$ cat src/rtl/sne_pkg.sv
// Shared op-code constants and scheduler state encoding for the event engine.
package sne_pkg;

    // dp_operation codes mirrored from evt_neuron_defines; every other code is a spike.
    localparam logic [1:0] RST_OP    = 2'b10;
    localparam logic [1:0] UPDATE_OP = 2'b11;

    typedef enum logic [2:0] {
        ST_PASS   = 3'd0,
        ST_DRAIN  = 3'd1,
        ST_ISSUE  = 3'd2,
        ST_SWEEP  = 3'd3,
        ST_ONLINE = 3'd4
    } sched_state_e;

    function automatic logic is_sweep_op(input logic [1:0] op);
        return (op == RST_OP) || (op == UPDATE_OP);
    endfunction

endpackage

$ cat src/rtl/evt_inflight_counter.sv
// Saturating up/down count of spikes accepted but not yet retired, with a sticky underflow flag.
module evt_inflight_counter #(
    parameter int unsigned MAX_COUNT = 8,
    parameter int unsigned CW        = $clog2(MAX_COUNT + 1)
) (
    input  logic          clk_i,
    input  logic          rst_ni,
    input  logic          inc_i,
    input  logic          dec_i,
    output logic [CW-1:0] count_o,
    output logic          full_o,
    output logic          zero_o,
    output logic          underflow_o
);

    localparam logic [CW-1:0] MAX_C = CW'(MAX_COUNT);

    logic [CW-1:0] count_q, count_d;
    logic          underflow_q, underflow_d;
    logic          inc_ok, dec_ok;

    assign zero_o      = (count_q == '0);
    assign full_o      = (count_q >= MAX_C);
    assign count_o     = count_q;
    assign underflow_o = underflow_q;

    always_comb begin
        count_d     = count_q;
        underflow_d = underflow_q;
        // A retire with nothing outstanding is dropped but remembered.
        dec_ok      = dec_i & ~zero_o;
        inc_ok      = inc_i & ~full_o;
        if (inc_ok && !dec_ok) begin
            count_d = count_q + CW'(1);
        end else if (dec_ok && !inc_ok) begin
            count_d = count_q - CW'(1);
        end
        if (dec_i && zero_o) begin
            underflow_d = 1'b1;
        end
    end

    always_ff @(posedge clk_i or negedge rst_ni) begin
        if (!rst_ni) begin
            count_q     <= '0;
            underflow_q <= 1'b0;
        end else begin
            count_q     <= count_d;
            underflow_q <= underflow_d;
        end
    end

endmodule

$ cat src/rtl/evt_engine_op_scheduler.sv
// Orders pass-through spike events against memory sweeps (RST/UPDATE) and grants
// online register access only while the engine is idle.
module evt_engine_op_scheduler
    import sne_pkg::*;
#(
    parameter int unsigned MAX_INFLIGHT    = 8,
    parameter int unsigned DATA_WIDTH      = 32,
    parameter int unsigned SPIKE_CNT_WIDTH = 32,
    parameter int unsigned SWEEP_CNT_WIDTH = 16
) (
    input  logic                               engine_clk_i,
    input  logic                               engine_rst_ni,
    input  logic                               evt_valid_i,
    output logic                               evt_ready_o,
    input  logic [1:0]                         evt_op_i,
    input  logic [DATA_WIDTH-1:0]              evt_data_i,
    output logic                               seq_valid_o,
    input  logic                               seq_ready_i,
    output logic [DATA_WIDTH-1:0]              seq_data_o,
    input  logic                               spike_done_i,
    input  logic                               sweep_done_i,
    input  logic                               time_stable_i,
    input  logic                               online_req_i,
    output logic                               online_gnt_o,
    input  logic                               clear_cnt_i,
    output logic [$clog2(MAX_INFLIGHT+1)-1:0]  inflight_o,
    output logic [SPIKE_CNT_WIDTH-1:0]         spike_cnt_o,
    output logic [SWEEP_CNT_WIDTH-1:0]         sweep_cnt_o,
    output logic                               err_underflow_o
);

    localparam int unsigned INFL_W = $clog2(MAX_INFLIGHT + 1);

    sched_state_e state_q, state_d;
    logic         gnt_q;
    logic [SPIKE_CNT_WIDTH-1:0] spike_cnt_q, spike_cnt_d;
    logic [SWEEP_CNT_WIDTH-1:0] sweep_cnt_q, sweep_cnt_d;

    logic evt_is_sweep;
    logic spike_hs;
    logic sweep_fin;
    logic infl_full, infl_zero;
    logic seq_valid, evt_ready;

    assign evt_is_sweep = is_sweep_op(evt_op_i);

    evt_inflight_counter #(
        .MAX_COUNT (MAX_INFLIGHT),
        .CW        (INFL_W)
    ) u_inflight (
        .clk_i       (engine_clk_i),
        .rst_ni      (engine_rst_ni),
        .inc_i       (spike_hs),
        .dec_i       (spike_done_i),
        .count_o     (inflight_o),
        .full_o      (infl_full),
        .zero_o      (infl_zero),
        .underflow_o (err_underflow_o)
    );

    always_comb begin
        state_d   = state_q;
        seq_valid = 1'b0;
        evt_ready = 1'b0;
        spike_hs  = 1'b0;
        sweep_fin = 1'b0;
        unique case (state_q)
            ST_PASS: begin
                if (evt_valid_i && evt_is_sweep) begin
                    state_d = ST_DRAIN;
                end else begin
                    // Full is judged on the registered count, so a same-cycle retire unblocks next cycle.
                    if (evt_valid_i && !infl_full && !online_req_i) begin
                        seq_valid = 1'b1;
                        evt_ready = seq_ready_i;
                        spike_hs  = seq_ready_i;
                    end
                    if (online_req_i && infl_zero) begin
                        state_d = ST_ONLINE;
                    end
                end
            end
            ST_DRAIN: begin
                if (infl_zero && time_stable_i) begin
                    state_d = ST_ISSUE;
                end
            end
            ST_ISSUE: begin
                // Upstream still holds the sweep event, so its payload goes straight through.
                seq_valid = 1'b1;
                evt_ready = seq_ready_i;
                if (seq_ready_i) begin
                    state_d = ST_SWEEP;
                end
            end
            ST_SWEEP: begin
                if (sweep_done_i) begin
                    sweep_fin = 1'b1;
                    state_d   = ST_PASS;
                end
            end
            ST_ONLINE: begin
                if (!online_req_i) begin
                    state_d = ST_PASS;
                end
            end
            default: state_d = ST_PASS;
        endcase
    end

    always_comb begin
        spike_cnt_d = spike_cnt_q;
        sweep_cnt_d = sweep_cnt_q;
        if (clear_cnt_i) begin
            spike_cnt_d = '0;
            sweep_cnt_d = '0;
        end else begin
            if (spike_hs) begin
                spike_cnt_d = spike_cnt_q + SPIKE_CNT_WIDTH'(1);
            end
            if (sweep_fin) begin
                sweep_cnt_d = sweep_cnt_q + SWEEP_CNT_WIDTH'(1);
            end
        end
    end

    always_ff @(posedge engine_clk_i or negedge engine_rst_ni) begin
        if (!engine_rst_ni) begin
            state_q     <= ST_PASS;
            gnt_q       <= 1'b0;
            spike_cnt_q <= '0;
            sweep_cnt_q <= '0;
        end else begin
            state_q     <= state_d;
            gnt_q       <= (state_d == ST_ONLINE);
            spike_cnt_q <= spike_cnt_d;
            sweep_cnt_q <= sweep_cnt_d;
        end
    end

    assign seq_valid_o  = seq_valid;
    assign evt_ready_o  = evt_ready;
    assign seq_data_o   = evt_data_i;
    assign online_gnt_o = gnt_q;
    assign spike_cnt_o  = spike_cnt_q;
    assign sweep_cnt_o  = sweep_cnt_q;

endmodule

$ cat config.mk
export PLATFORM = sky130hd
export DESIGN_NAME = evt_engine_op_scheduler
export DESIGN_NICKNAME = d
export VERILOG_FILES = /design/src/rtl/sne_pkg.sv /design/src/rtl/evt_inflight_counter.sv /design/src/rtl/evt_engine_op_scheduler.sv
export SDC_FILE = /design/constraint.sdc
export NUM_CORES = 1
export LEC_CHECK = 0
export BUFFER_PORTS_ARGS = -buffer_cell sky130_fd_sc_hd__buf_2
export CORE_UTILIZATION = 49
export DETAILED_ROUTE_END_ITERATION = 10
export PLACE_DENSITY = 0.8
export SYNTH_ARGS = -nofsm -noshare
export SYNTH_HDL_FRONTEND = slang
export SYNTH_SLANG_ARGS = --single-unit
$ cat constraint.sdc
create_clock -name engine_clk_i -period 4 [get_ports engine_clk_i]
set_clock_uncertainty 0.2 [all_clocks]
set_input_delay 0.4 -clock engine_clk_i [delete_from_list [all_inputs] [get_ports engine_clk_i]]
set_output_delay 0.4 -clock engine_clk_i [all_outputs]
set_load 0.02 [all_outputs]
### Word level (Yosys, flattened, before mapping)

Index checks and enable logic that the tools add are counted.

| storage, ports and cells | value |
|---|---|
| register bits after elaboration | 57 |
| input bits | 43 |
| output and inout port bits | 88 |
| word-level logic and storage cells | 62 |

| cells by class | value |
|---|---|
| add/sub/neg operators | 4 |
| magnitude comparators | 1 |
| equal/unequal tests | 7 |
| multiplexer cells | 22 |
| bitwise logic cells | 4 |
| reductions and logical operators | 18 |

Operators with widths:

| cell | number |
|---|---|
| $mux 32 | 2 |
| $add 32x1->32 const B | 1 |
| $mux 16 | 2 |
| $mux 3 | 6 |
| $add 16x1->16 const B | 1 |
| $pmux 3 s5 | 1 |
| $logic_and 1x1->1 | 8 |
| $mux 4 | 2 |
| $mux 1 | 7 |
| $eq 3x2->1 const B | 2 |
| $eq 3x3->1 const B | 2 |
| $reduce_bool 2->1 | 3 |
| $add 4x1->4 const B | 1 |
| $eq 2x2->1 const B | 2 |
| $ge 4x4->1 const B | 1 |
| $logic_not 1->1 | 4 |
| $logic_not 4->1 | 1 |
| $pmux 1 s2 | 2 |
| $sub 4x1->4 const B | 1 |
| $eq 3x1->1 const B | 1 |
| $logic_not 3->1 | 1 |
| $and 1x1->1 | 2 |
| $not 1->1 | 2 |
| $logic_or 1x1->1 | 1 |

### Depth between registers and ports, before layout

Gate-level depths: netlist (run 1).

| logic depth | value |
|---|---|
| word-level depth | 12 |
| gate-level depth with buffers | 11 |
| mapped depth without buffers | 10 |

### Modules after synthesis

Synthesis (run 1) repeated with hierarchy kept, for this count alone.

| unflattened totals | value |
|---|---|
| cell total of the unflattened synthesis | 372 |
| area total of the unflattened synthesis | 3459.6 um^2 |

By module, submodules not included:

| module | times used | cells an instance | area each (um^2) | sequential area each (um^2) |
|---|---|---|---|---|
| evt_engine_op_scheduler | 1 | 338 | 3100.5 | 1301.2 |
| evt_inflight_counter | 1 | 34 | 359.1 | 125.1 |

### Worst setup path after synthesis (run 1)

No wires, ideal clock.

| timing path | value |
|---|---|
| path kind | register to register |
| start | register u_inflight.count_q[3] (netlist: u_inflight.count_o[3]) |
| end | register u_inflight.count_q[3] (netlist: u_inflight.count_o[3]) |
| library setup time | 0.081 ns |
| arrival time | 2.594 ns |
| data required time | 3.719 ns |
| path slack | 1.126 ns |
| stages on the path, launching flop included | 12 |
| buffers on the path | 1 |
| clock period less this slack | 2.874 ns |
| path through | dfrtp_1 nor4b_2 clkbuf_1 nand2_2 inv_1 ha_1 inv_1 ha_1 a21o_1 a21oi_1 mux2i_1 xnor2_1 |

| between the ends | value |
|---|---|
| longest elaborated chain between the ends | 11 |
| elaborated cells between the ends (all ways) | 21 |
| classes of those cells | 2 x add/sub; 1 x order compare; 5 x mux; 4 x bitwise; 9 x reduce/logical |

Ends and longest elaborated chain:

| element | line | text |
|---|---|---|
| start: declaration | evt_inflight_counter.sv:18 | `logic [CW-1:0] count_q, count_d;` |
| start signal: assignment | evt_inflight_counter.sv:48 | `count_q <= count_d;` |
| $ge 4x4->1 | evt_inflight_counter.sv:23 | `assign full_o = (count_q >= MAX_C);` |
| $logic_not 1->1 | evt_engine_op_scheduler.sv:73 | `if (evt_valid_i && !infl_full && !online_req_i) begin` |
| $logic_and 1x1->1 (2 in series) | evt_engine_op_scheduler.sv:73 |  |
| $mux 1 | evt_engine_op_scheduler.sv:73 |  |
| $mux 1 | evt_engine_op_scheduler.sv:69 | `if (evt_valid_i && evt_is_sweep) begin` |
| $mux 1 | evt_engine_op_scheduler.sv:67 | `unique case (state_q)` |
| $and 1x1->1 | evt_inflight_counter.sv:32 | `inc_ok = inc_i & ~full_o;` |
| $logic_not 1->1 | evt_inflight_counter.sv:35 | `end else if (dec_ok && !inc_ok) begin` |
| $logic_and 1x1->1 | evt_inflight_counter.sv:35 |  |
| $reduce_bool 2->1 (no source line) | -- |  |

Parallel ways exist; a longest one is shown, timed or not. The select of a mux whose other input is x is not followed.
A chain may end at the register's enable or synchronous reset.

### Final worst setup path (run 1)

| timing path | value |
|---|---|
| start | register state_q[0] |
| end | register u_inflight.count_q[3] (netlist: u_inflight.count_o[3]) |

| between the ends | value |
|---|---|
| longest elaborated chain between the ends | 6 |
| elaborated cells between the ends (all ways) | 8 |
| classes of those cells | 2 x mux; 1 x bitwise; 5 x reduce/logical |

Ends and longest elaborated chain:

| element | line | text |
|---|---|---|
| start: declaration | evt_engine_op_scheduler.sv:34 | `sched_state_e state_q, state_d;` |
| start signal: assignment | evt_engine_op_scheduler.sv:134 | `state_q <= state_d;` |
| $logic_not 3->1 (*) | evt_engine_op_scheduler.sv:67 |  |
| $mux 1 (*) | evt_engine_op_scheduler.sv:67 |  |
| $and 1x1->1 (*) | evt_inflight_counter.sv:32 |  |
| $logic_not 1->1 | evt_inflight_counter.sv:35 |  |
| $logic_and 1x1->1 | evt_inflight_counter.sv:35 |  |
| $reduce_bool 2->1 (no source line) | -- |  |

Mark *: on every way between the ends. The rest lies on a longest branch, timed or not.

==> results of run 1 <==
[sequential cells by signal (all words and copies together) (netlist names)]
register / flops
online_gnt_o: 1
spike_cnt_o: 32
state_q: 3
sweep_cnt_o: 16
u_inflight.count_o: 4
u_inflight.underflow_o: 1
[metrics by stage]
step | setup WS, ns | hold slack (ns)
floorplan | 1.13 | -0.0956
global placement | 1.00 | 0.234
detailed placement | 0.866 | 0.239
CTS | 0.828 | 0.0557
global route | 0.694 | 0.0647
finish | 0.816 | 0.0772
[worst max-delay path, stage by stage (launching register included)]
cell	delay, ns
dfrtp_1	0.50
nor4b_4	0.64
nand2_2	0.29
inv_1	0.14
ha_1	0.20
inv_1	0.11
ha_1	0.29
a21o_1	0.18
a21oi_1	0.18
mux2i_1	0.25
xnor2_1	0.14
[layout make-up]
| type | count | area [sq um] | share of cell area |
|---|---|---|---|
| Sequential cell | 57 | 1430 | 0.390 |
| Clock buffer | 10 | 138 | 0.0377 |
| Clock inverter | 6 | 57.6 | 0.0157 |
| Tap cell | 77 | 96.3 | 0.0264 |
| Timing Repair Buffer | 68 | 350 | 0.0959 |
| Multi-Input combinational cell | 240 | 1570 | 0.429 |
| Inverter | 5 | 18.8 | 0.00514 |
[final timing paths]
kind	startpoint	to	slack (ns)
worst min-delay path	spike_done_i	u_inflight.underflow_o	0.08
min in group asynchronous	engine_rst_ni	sweep_cnt_o[0]	0.46
worst max register to register	state_q[0]	u_inflight.count_o[3]	0.82
worst max-delay path	state_q[0]	u_inflight.count_o[3]	0.82
max in group asynchronous	engine_rst_ni	spike_cnt_o[21]	2.31
worst min register to register	u_inflight.underflow_o	u_inflight.underflow_o	0.25
[where the power goes]
part | switching [W] | leakage, nW | total, W | internal, W
Combinational | 0.000143 | 0.810 | 0.000249 | 0.000105
Sequential | 0.0000590 | 0.780 | 0.000672 | 0.000613
Clock | 0.000231 | 0.102 | 0.000530 | 0.000300
[timing repair]
| item | CTS | global route |
|---|---|---|
| hold buffers | 1 | 0 |
| endpoints found under the setup margin | 0 | 0 |
| buffers inserted | 0 | 0 |
| endpoints found under the hold margin | 31 | 0 |
[cells by family after synthesis]
group,count (synthesis),share of synthesized area
buffers and inverters,54,0.104
DFF,57,0.427
AOI/OAI and AO/OA,54,0.0928
muxes,13,0.0434
and+or+nand+nor,149,0.261
xor gates and xnor gates,18,0.0472
adders and majority gates,6,0.0247
[layer usage]
layer,part of all wire,routed length [um],up-vias,track usage
met4,0.0074,53,0,0.0693
met5,0,0,-,0
met3,0.054,384,9,0.0728
met1,0.44,3170,1346,0.263
met2,0.49,3530,71,0.336
li1,-,-,1297,-
[layout by cell type, fill, tap and decap left out, types with 2 or more instances in the layout]
master / netlist / layout
mux2_2: 12 / 12
xnor2_1: 5 / 5
nor4b_2: 2 / 2
or3_1: 9 / 9
nor4b_1: 2 / 2
a21oi_1: 26 / 26
xor2_1: 13 / 13
clkbuf_8: 0 / 10
and3_1: 7 / 7
or4_1: 12 / 12
ha_1: 5 / 5
dfrtp_1: 57 / 57
and2_1: 4 / 4
o31ai_1: 13 / 13
a21o_1: 2 / 2
nor2b_1: 11 / 11
nand2_1: 23 / 23
nand4_1: 13 / 13
nor2_1: 28 / 28
clkinv_2: 0 / 4
nand3_1: 16 / 16
inv_1: 5 / 5
nor4_1: 10 / 10
o21ai_0: 12 / 12
buf_4: 32 / 2
buf_2: 2 / 65
and4_1: 5 / 5
==> out/metrics.yaml, run 1 <==
cts.htree.levels: 3
min_path_cells: 2
drt_wl_total_mm: 7.14
global_router_s_overall_resource_usage: 0.208
worstPathMaxFanout: 10
clock_latency_ns: 0.34
drtIter0Drc: 161
drc: 8
commonest_register_cell_after_synthesis: "dfrtp_1"
timing.final.max_slew_violations: 0
cts-root-to-sink-buffers: 2
setup_viol: 0
timing.critical_path.arrival_ns: 3.25
ys_types: 38
cts_tree: "built"
grt_pass1_vias: 2436
placed_cells: 446
post-synth-top-area-cell: "dfrtp_1"
critical_path.endpoint_type: "flip-flop"
result_of_the_run: "complete, but fails checks"
rows: 29
final_routed_wire_length_divided_by_cell_count_um: 15.4
initial_core_utilization: 0.517
mappedNetlistArea_sq_um: 3340
final_design_area_no_fill_sq_um: 3650
number_of_flip_flops_and_latches_in_the_synthesized_netlist: 57
grt_pass1_wl_mm: 11.6
design.portCount: 131
area_growth_syn_to_layout_pct: 9.36
drt_first_pass_iters: 10
failed_checks: "DRC"
clock_tree.root_cell: "clkbuf_8"
synthesized_area_divided_by_synthesized_cell_count_sq_um: 9.52
clock_buffer_count_from_cts: 9
nFillCells: 599
drt-vias-per-instance: 5.88
ff2ff_path_depth: 10
timing.slew.headroom: 0.300
total_power_w: 0.00145
place.gp.congestion: 0.830
synth_seq_area_share: 0.427
dr_total_vias: 2723
number_of_routed_nets_with_antenna_violations: 0
synth.top_cells.by_count: "dfrtp_1, buf_4, nor2_1"
syn_nets: 400
fin_crit_sh: 0.796
core_area_sq_um: 6460
hold_path.class: "in2reg"
rsz_0062_raised_after_global_routing: "false"
netlist_instances: 351
grt_start_max_net_pins: 59
tns_ns: 0
crit_required_ns: 4.06
worstSetupStartpointType: "flip-flop"
die_area_sq_um: 7150
layout-drive-gt1-share: 0.259
place.detailed.hpwl_mm: 4.80
dpl_cell_area_sq_um: 3450
finalCoreUtilization: 0.566
hold_viol_final: 0
antenna_cells: 0
chipWidth_um: 84.6
post-synth-top-count-cell: "dfrtp_1"
async_reset_ff_frac: 1.00
post-synth-top-area-fraction: 0.427
finish.net_count: 430
grt_remaining_overflow: 0
io_buffers: 65
cts.reportedPaths.clkPinSlew_ns: 0.07
number_of_synthesized_flops_with_an_enable_pin: 0
ctsResizeCount: 0
antenna_found_initial: 0
final_cells: 463
power_leakage_nw: 1.69
power_density_nw_per_um2: 397
max_slew.worst_pin.slew_ns: 1.05
synth.top_cells.by_area: "dfrtp_1, buf_4, mux2_2"
finalCriticalPeriod_ns: 3.18
max-cap-violations: 0
timing.fmax_mhz: 314
die-height_um: 84.6
cts.sinks: 57
timing_worst_setup_path_type: "reg2reg"
yosysWarningCount: 0
peakVddDrop_mv: 0.171
No activity file was read; power rests on OpenSTA's default activity.
==> run 2, diff against run 1 <==
Settings changed: CORE_UTILIZATION 49 to 44, PLACE_DENSITY 0.8 to 0.76.
Clock period 4 ns to 2.85 ns, I/O delays scaled along.
==> out/metrics.yaml, run 2 (synthesis results as in run 1) <==
result_of_the_run: "complete, no violations"
area_growth_syn_to_layout_pct: 12.1
finalCriticalPeriod_ns: 2.60  # -0.584 ns
r2r_slack_ns: 0.25  # -0.57 ns
crit_required_ns: 2.91  # -1.15 ns
dr_total_vias: 2765  # +1.5%
place.gp.congestion: 0.871  # +4.9%
final_cells: 493  # +6.5%
timing.final.max_slew_violations: 0  # unchanged
layout.cells.most_common: "buf_2"
ff2ff_path_depth: 10  # unchanged
timing.critical_path.arrival_ns: 2.67  # -0.58 ns
layout-drive-gt1-share: 0.272  # +0.0125
finalCoreUtilization: 0.514  # -0.0523
timing_worst_setup_path_type: "reg2reg"
core_area_sq_um: 7290  # +13%
drt-vias-per-instance: 5.61  # -4.6%
power_leakage_nw: 1.72  # +1.6%
final_routed_wire_length_divided_by_cell_count_um: 15.0  # -3.1%
nFillCells: 715  # +19%
hold_path.class: "in2reg"
timing.fmax_mhz: 385  # +22%
grt_remaining_overflow: 0  # unchanged
antenna_cells: 0  # unchanged
chipWidth_um: 89.2  # +5.4%
fin_crit_sh: 0.913  # +0.116
worstPathMaxFanout: 7  # -3
rsz_0062_raised_after_global_routing: "false"
post_cts.repair.setup_buffers: 0  # unchanged
max_slew.worst_pin.slew_ns: 0.722  # -0.328 ns
dpl_cell_area_sq_um: 3530  # +2.3%
hold-worst-slack_ns: 0.0375  # -0.0397 ns
worstSetupStartpointType: "flip-flop"
grt_start_max_net_pins: 41  # -31%
peakVddDrop_mv: 0.273  # +60%
critical_path.endpoint_type: "flip-flop"
placed_cells: 475  # +6.5%
antenna_found_initial: 0  # unchanged
io_buffers: 65  # unchanged
timing.critical_path.to: "u_inflight.count_o[3]"
ctsResizeCount: 0  # unchanged
drt_wl_total_mm: 7.37  # +3.2%
rows: 31  # +6.9%
initial_core_utilization: 0.458  # -0.0591
most-common-layout-cells: "buf_2, dfrtp_1, nor2_1, a21oi_1, nand2_1"
clock_tree.root_cell: "clkbuf_8"
grt_pass1_wl_mm: 12.2  # +5.0%
global_router_s_overall_resource_usage: 0.203  # -0.00538
drtIter0Drc: 117  # -27%
worst_r2r_startpoint: "state_q[2]"
drt_first_pass_iters: 4  # -6
timing.slew.headroom: 0.519  # +0.218
die_area_sq_um: 7950  # +11%
clock_latency_ns: 0.34  # about the same
register_area_sq_um: 1430  # unchanged
power_density_nw_per_um2: 555  # +40%
grt_pass1_vias: 2572  # +5.6%
setup_viol: 0  # unchanged
drc: 0  # -8
clock_buffer_count_from_cts: 9  # unchanged
cts_tree: "built"
place.detailed.hpwl_mm: 4.95  # +3.2%
number_of_routed_nets_with_antenna_violations: 0  # unchanged
worst_r2r_end: "u_inflight.count_o[3]"
hold_viol_final: 0  # unchanged
number_of_flip_flops_in_the_largest_register: 32  # unchanged
startpoint: "state_q[2]"
cts.reportedPaths.clkPinSlew_ns: 0.07  # about the same
cts-root-to-sink-buffers: 2  # unchanged
cts.sinks: 57  # unchanged
cts.htree.levels: 3  # unchanged
combined_area_of_the_multi_input_logic_cells_sq_um: 1570  # unchanged
die-height_um: 89.2  # +5.4%
max-cap-violations: 0  # unchanged
tns_ns: 0  # unchanged
final_design_area_no_fill_sq_um: 3740  # +2.5%
finish.net_count: 438  # +1.9%
design.portCount: 131  # unchanged
-- run 2: per-layer routing --
metal,routed length (um),vias to the layer above,track usage
met5,0,-,0
met1,3280,1359,0.244
met4,125,0,0.0866
li1,-,1312,-
met3,422,13,0.0711
met2,3540,81,0.331
-- run 2: timing repair --
action | 4_1_cts | 5_1_grt
hold buffers | 2 | 0
setup endpoints to repair | 0 | 0
endpoints found under the hold margin | 16 | 0
-- run 2: area by class of cell --
cell class                      count  share of cell area
Clock buffer                        9              0.0331
Clock inverter                      7              0.0190
Inverter                            5             0.00501
Multi-Input combinational cell    240               0.419
Sequential cell                    57               0.381
Tap cell                           99              0.0331
Timing Repair Buffer               76               0.110
-- run 2: worst min-delay path by stage --
stage	start	end	slack (ns)	cells past startpoint
floorplan	engine_rst_ni	online_gnt_o	-0.21	0
global placement	engine_rst_ni	spike_cnt_o[30]	0.03	1
detailed placement	engine_rst_ni	spike_cnt_o[31]	0.03	1
CTS	online_req_i	state_q[2]	0.01	2
global route	online_req_i	state_q[2]	0.01	2
finish	online_req_i	state_q[2]	0.04	2
-- run 2: where the power goes --
part / internal [W] / leakage [nW] / total [W] / switching [W]
Clock: 0.000401 / 0.0912 / 0.000755 / 0.000354
Sequential: 0.000860 / 0.780 / 0.000920 / 0.0000603
Combinational: 0.000172 / 0.849 / 0.000401 / 0.000229
Total: 0.00143 / 1.72 / 0.00208 / 0.000644
-- run 2: critical path, stage by stage, from the launching register on --
cell and delay (ns):
dfrtp_1 0.48, nor4b_4 0.38, nand2_2 0.09, inv_1 0.06
ha_1 0.16, inv_1 0.09, ha_1 0.29, a21o_1 0.18
a21oi_1 0.20, mux2i_1 0.26, xnor2_1 0.14
-- run 2: metrics by stage --
step / power [W] / setup slack (ns)
2_1_floorplan: 0.00127 / 0.0693
3_3_place_gp: 0.00132 / 0.387
3_5_place_dp: 0.00133 / 0.276
4_1_cts: 0.00210 / 0.238
5_1_grt: 0.00219 / 0.0531
6_report: 0.00208 / 0.249
